File: config.mk
export PLATFORM = sky130hd
export DESIGN_NAME = fifo_rd_arbiter
export DESIGN_NICKNAME = d
export VERILOG_FILES = /design/src/rtl/fifo_rd_arbiter.sv
export SDC_FILE = /design/constraint.sdc
export NUM_CORES = 1
export LEC_CHECK = 0
export CELL_PAD_IN_SITES_DETAIL_PLACEMENT = 1
export CELL_PAD_IN_SITES_GLOBAL_PLACEMENT = 1
export CORE_MARGIN = 3
export CORE_UTILIZATION = 45
export DETAILED_ROUTE_END_ITERATION = 8
export DONT_BUFFER_PORTS = 1
export PLACE_DENSITY_LB_ADDON = 0.05
export SYNTH_ARGS = -nofsm -noshare
export SYNTH_HDL_FRONTEND = slang
export SYNTH_SLANG_ARGS = --single-unit
File: constraint.sdc
create_clock -name i_clk -period 2.48 [get_ports i_clk]
set_input_delay 0.496 -clock i_clk [delete_from_list [all_inputs] [get_ports i_clk]]
set_output_delay 0.496 -clock i_clk [all_outputs]
set_load 0.1 [all_outputs]
File: src/rtl/fifo_rd_arbiter.sv
// Round-robin arbiter sharing one FWFT FIFO read port among NUM_REQ consumers,
// with burst-limited grants and a one-entry registered output stage.
module fifo_rd_arbiter #(
    parameter int DATA_WIDTH = 8,
    parameter int NUM_REQ    = 4,
    parameter int MAX_BURST  = 4
) (
    input  logic                  i_clk,
    input  logic                  i_rst,
    input  logic [NUM_REQ-1:0]    i_req,
    input  logic [NUM_REQ-1:0]    i_ready,
    input  logic                  i_rempty,
    input  logic [DATA_WIDTH-1:0] i_rdata,
    output logic                  o_rinc,
    output logic [NUM_REQ-1:0]    o_gnt,
    output logic                  o_valid,
    output logic [DATA_WIDTH-1:0] o_data,
    output logic                  o_busy
);

    localparam int IDX_W = $clog2(NUM_REQ);
    localparam int CNT_W = $clog2(MAX_BURST + 1);
    localparam logic [CNT_W-1:0] BURST_MAX = CNT_W'(MAX_BURST);
    localparam logic [IDX_W-1:0] LAST_IDX  = IDX_W'(NUM_REQ - 1);

    typedef enum logic {
        IDLE = 1'b0,
        XFER = 1'b1
    } state_t;

    state_t           state;
    logic [IDX_W-1:0] gnt_idx;
    logic [IDX_W-1:0] rr_ptr;
    logic [CNT_W-1:0] beat_cnt;

    logic [IDX_W-1:0] pick_idx;
    logic [IDX_W-1:0] cand;
    logic [IDX_W-1:0] next_ptr;
    logic             pick_found;
    logic             req_g;
    logic             ready_g;
    logic             drain_ok;
    logic             pop;
    logic             done;

    // Scan downward so the requester closest above rr_ptr is written last and wins.
    always_comb begin
        pick_idx   = '0;
        pick_found = 1'b0;
        cand       = '0;
        for (int i = NUM_REQ - 1; i >= 0; i--) begin
            cand = IDX_W'((int'(rr_ptr) + i) % NUM_REQ);
            if (i_req[cand]) begin
                pick_found = 1'b1;
                pick_idx   = cand;
            end
        end
    end

    assign req_g    = i_req[gnt_idx];
    assign ready_g  = i_ready[gnt_idx];
    assign drain_ok = !o_valid || ready_g;
    assign next_ptr = (gnt_idx == LAST_IDX) ? '0 : gnt_idx + 1'b1;

    // Pop is masked during reset so a word is never pulled from the FIFO and then dropped.
    assign pop  = (state == XFER) && !i_rst && !i_rempty && req_g
                  && (beat_cnt < BURST_MAX) && drain_ok;
    assign done = (state == XFER) && !pop && drain_ok
                  && ((beat_cnt == BURST_MAX) || !req_g || i_rempty);

    assign o_rinc = pop;
    assign o_busy = (state == XFER);

    always_ff @(posedge i_clk) begin
        if (i_rst) begin
            state    <= IDLE;
            gnt_idx  <= '0;
            rr_ptr   <= '0;
            beat_cnt <= '0;
            o_gnt    <= '0;
            o_valid  <= 1'b0;
            o_data   <= '0;
        end else begin
            case (state)
                IDLE: begin
                    if (pick_found && !i_rempty) begin
                        gnt_idx  <= pick_idx;
                        o_gnt    <= NUM_REQ'(1) << pick_idx;
                        beat_cnt <= '0;
                        state    <= XFER;
                    end
                end
                XFER: begin
                    if (pop) begin
                        o_data   <= i_rdata;
                        o_valid  <= 1'b1;
                        beat_cnt <= beat_cnt + 1'b1;
                    end else if (o_valid && ready_g) begin
                        o_valid <= 1'b0;
                    end
                    if (done) begin
                        state   <= IDLE;
                        o_gnt   <= '0;
                        o_valid <= 1'b0;
                        rr_ptr  <= next_ptr;
                    end
                end
                default: state <= IDLE;
            endcase
        end
    end

endmodule

==> reports/metrics.yaml <==
drt:
  wl_microns: 2680
  drtAntennaViolNets: 0
  num_vias: 963
  dr.pass1.iters: 3
  routed_via_density: 5.91
  wire_per_inst_microns: 16.4
  drcViolationCount: 0
  drtIter0Drc: 12
flow_run:
  cap_violations: 0
clock_network:
  cts_tree: "yes"
  clk_path_buf_depth: 2
  h-tree-depth: 1
  cts.sinks: 21
  ctsRootBufferMaster: "clkbuf_4"
  cts-hold-fix-buffers: 0
  clk_pin_slew_worst_paths_ns: 0.11
  cts_made_buffers: 3
  clk_latency_ns: 0.31
setup_path:
  cpPeakStageDelay_ns: 0.43
  critPathBufInv: 1
  worst-path-max-fanout: 6
  path_cells: "mux2_4, o221a_2, nand3_2, clkinvlp_4"
  rr_endpoint: "beat_cnt[2]"
  critPathLaunch: "gnt_idx[1]"
  critPathLaunchType: "flip-flop"
  critPathSlowestCell: "clkinvlp_4"
  r2r_cells: 5
  endpoint_kind: "output pin"
  path_class: "flip-flop to output pin"
  arrival_ns: 1.90
  crit_path_end: "o_rinc"
  r2r_slack_ns: 0.42
  cp_num_cells: 4
  cp.required_ns: 1.98
  cp_top_family: "buffers and inverters"
  worst_r2r_startpoint: "gnt_idx[1]"
power:
  power_leakage_nw: 0.502
  clock_power_share: 0.224
  p_sw_mw: 0.274
  intPower_mw: 0.474
  p_seq_frac: 0.493
  totalPowerFinal_mw: 0.748
  combPwrFrac: 0.284
  power.density_nw_per_um2: 584
  swShare: 0.366
  vdd_drop_max_uv: 459
final_layout:
  nets: 158
  design_area_sq_um: 1280
  final_layout_size_suffix_gt1_frac: 0.237
  syn_to_final_growth_pct: 13.5
  antenna_cells: 0
sta:
  final_hold_viol_count: 0
  fin_crit_ns: 2.40
  final.setup.tns_ns: 0
  rsz0062_at_grt: "no"
  finalCritPeriodShare: 0.966
  maxSlewHeadroom: 0.251
  fmax_mhz: 418
  finalMaxSlewViolations: 0
  tightest_slew_ns: 1.11
  setup_viol: 0
  fin_worst_skew_ns: 0.00370
status:
  run_status: "completed"
grt:
  grt-ovfl-total: 0
  use_met2: 0.287
  grt_pass1_vias: 1009
  grtUsageMet3: 0.0673
  antenna_found_initial: 0
  grt_util_all_layers: 0.180
  grt_pass1_wl_microns: 4560
  globalRoute.busiestLayer: "met2"
  grt_start_max_net_pins: 21
  use_met1: 0.223
synth:
  yosysSeqAreaShare: 0.373
  syn_inst: 123
  syn_area_per_cell_sq_um: 9.17
  synth_nets: 145
  ys_types: 36
  async_reset_ff_frac: 0
  netlist_area_sq_um: 1130
  synth-edff-count: 0
  yosysWarnings: 0
  synth-seq-cells: 21
  synth_flop_cell: "dfxtp_1"
placement:
  port_buffers: 0
  dpl.hpwl_microns: 2070
  postPlaceCellArea_sq_um: 1240
  gp_congestion: 0.710
floorplanning:
  rows: 17
  start_util: 0.491
  die_w_microns: 56.1
  die_h_microns: 56.1
  io_pins: 34
  core_sq_um: 2300
  die-area_sq_um: 3140
min_path:
  hold_path_class: "primary input to flip-flop"
-- how the worst min path moves through the flow --
stage / startpoint / endpoint / slack (ns) / cells after the start
after floorplan: beat_cnt[0] / beat_cnt[0] / 0.45 / 1
after global placement: beat_cnt[0] / beat_cnt[0] / 0.47 / 1
after detailed placement: beat_cnt[1] / beat_cnt[1] / 0.51 / 2
after CTS: i_rst / gnt_idx[1] / 0.23 / 1
after global routing: i_rst / gnt_idx[1] / 0.21 / 1
final: i_rst / gnt_idx[1] / 0.23 / 1
-- routing by layer --
metal	vias to the layer above	part of all wire
met4	0	0.021
met5	-	0
met3	8	0.062
met1	452	0.47
met2	28	0.45
li1	475	-
-- power groups by stage --
stage / clock network [mW] / logic [mW] / registers (mW)
final: 0.167 / 0.212 / 0.368
after global routing: 0.188 / 0.227 / 0.372
after CTS: 0.174 / 0.214 / 0.369
after detailed placement: 0 / 0.211 / 0.377
after global placement: 0 / 0.208 / 0.375
after floorplan: 0 / 0.0986 / 0.452
-- worst reg2reg max path: stages, from the launching register on --
cell and delay [ns]:
dfxtp_4 0.41, mux2_4 0.34, o221a_2 0.31, nand3_2 0.10, clkinvlp_4 0.43, a32o_1 0.38
-- area by class of cell --
type / instances / area (sq um)
clock buffers: 3 / 22.5
clock inverters: 1 / 5.00
fillers: 281 / 1020
inverters: 14 / 56.3
multi-input cells: 81 / 623
flip-flops and latches: 21 / 425
well taps: 28 / 35.0
repair buffers: 15 / 113
-- synthesized netlist by cell type, types with 2 or more instances --
cell	number	area [sq um]
a21oi_1	4	20.0
clkbuf_1	4	15.0
dfxtp_1	21	420
ha_1	3	37.5
inv_1	14	52.6
mux2_4	3	45.0
mux2i_1	7	70.1
nand2_1	9	33.8
nand2b_1	3	18.8
nand3_1	6	30.0
nor2_1	4	15.0
nor2b_1	2	12.5
nor3_1	2	10.0
o21ai_0	8	40.0
o311ai_0	8	70.1
o32ai_1	4	35.0
or3_1	2	12.5
-- flip-flops by register name, summed over array words and instances (netlist names) --
signal / flops
o_data: 8
o_gnt: 4
beat_cnt: 3
gnt_idx: 2
rr_ptr: 2
o_busy: 1
o_valid: 1
-- kinds of logic (layout without fill, tap and decap cells) --
kind of cell | Yosys count | in the layout | share of synthesized area
AOI/OAI and AO/OA | 36 | 36 | 0.267
adders and majority gates | 3 | 3 | 0.0333
buffers and inverters | 21 | 33 | 0.0810
DFF | 21 | 21 | 0.373
muxes | 10 | 10 | 0.102
and+or+nand+nor | 32 | 32 | 0.143
-- cell usage in the layout, fill, tap and decap left out, types with 3 or more instances in the layout --
| cell | synthesis | routed |
|---|---|---|
| o21ai_0 | 8 | 8 |
| nor2_1 | 4 | 4 |
| a21oi_1 | 4 | 4 |
| dfxtp_1 | 21 | 19 |
| nand2_1 | 9 | 9 |
| nand3_1 | 6 | 6 |
| o311ai_0 | 8 | 8 |
| nand2b_1 | 3 | 3 |
| clkbuf_4 | 0 | 3 |
| ha_1 | 3 | 3 |
| mux2_4 | 3 | 3 |
| mux2i_1 | 7 | 7 |
| inv_1 | 14 | 13 |
| o32ai_1 | 4 | 4 |
| buf_4 | 1 | 15 |
-- repair_timing --
item	4_1_cts	5_1_grt
endpoints found under the setup margin	1	1
buffers inserted	0	0
gates resized for setup	2	1
endpoints found under the hold margin	0	0
cloned	0	0
-- stage by stage --
stage / setup WS (ns) / hold WS, ns / std cells / utilization
2_1_floorplan: 0.0226 / 0.453 / 123 / -
3_5_place_dp: 0.228 / 0.509 / 159 / 0.542
3_3_place_gp: 0.251 / 0.469 / 159 / 0.542
5_1_grt: 0.0287 / 0.214 / 163 / 0.557
4_1_cts: 0.0403 / 0.225 / 163 / 0.556
6_report: 0.0849 / 0.230 / 163 / 0.557
(Power assumes the default switching activity.)
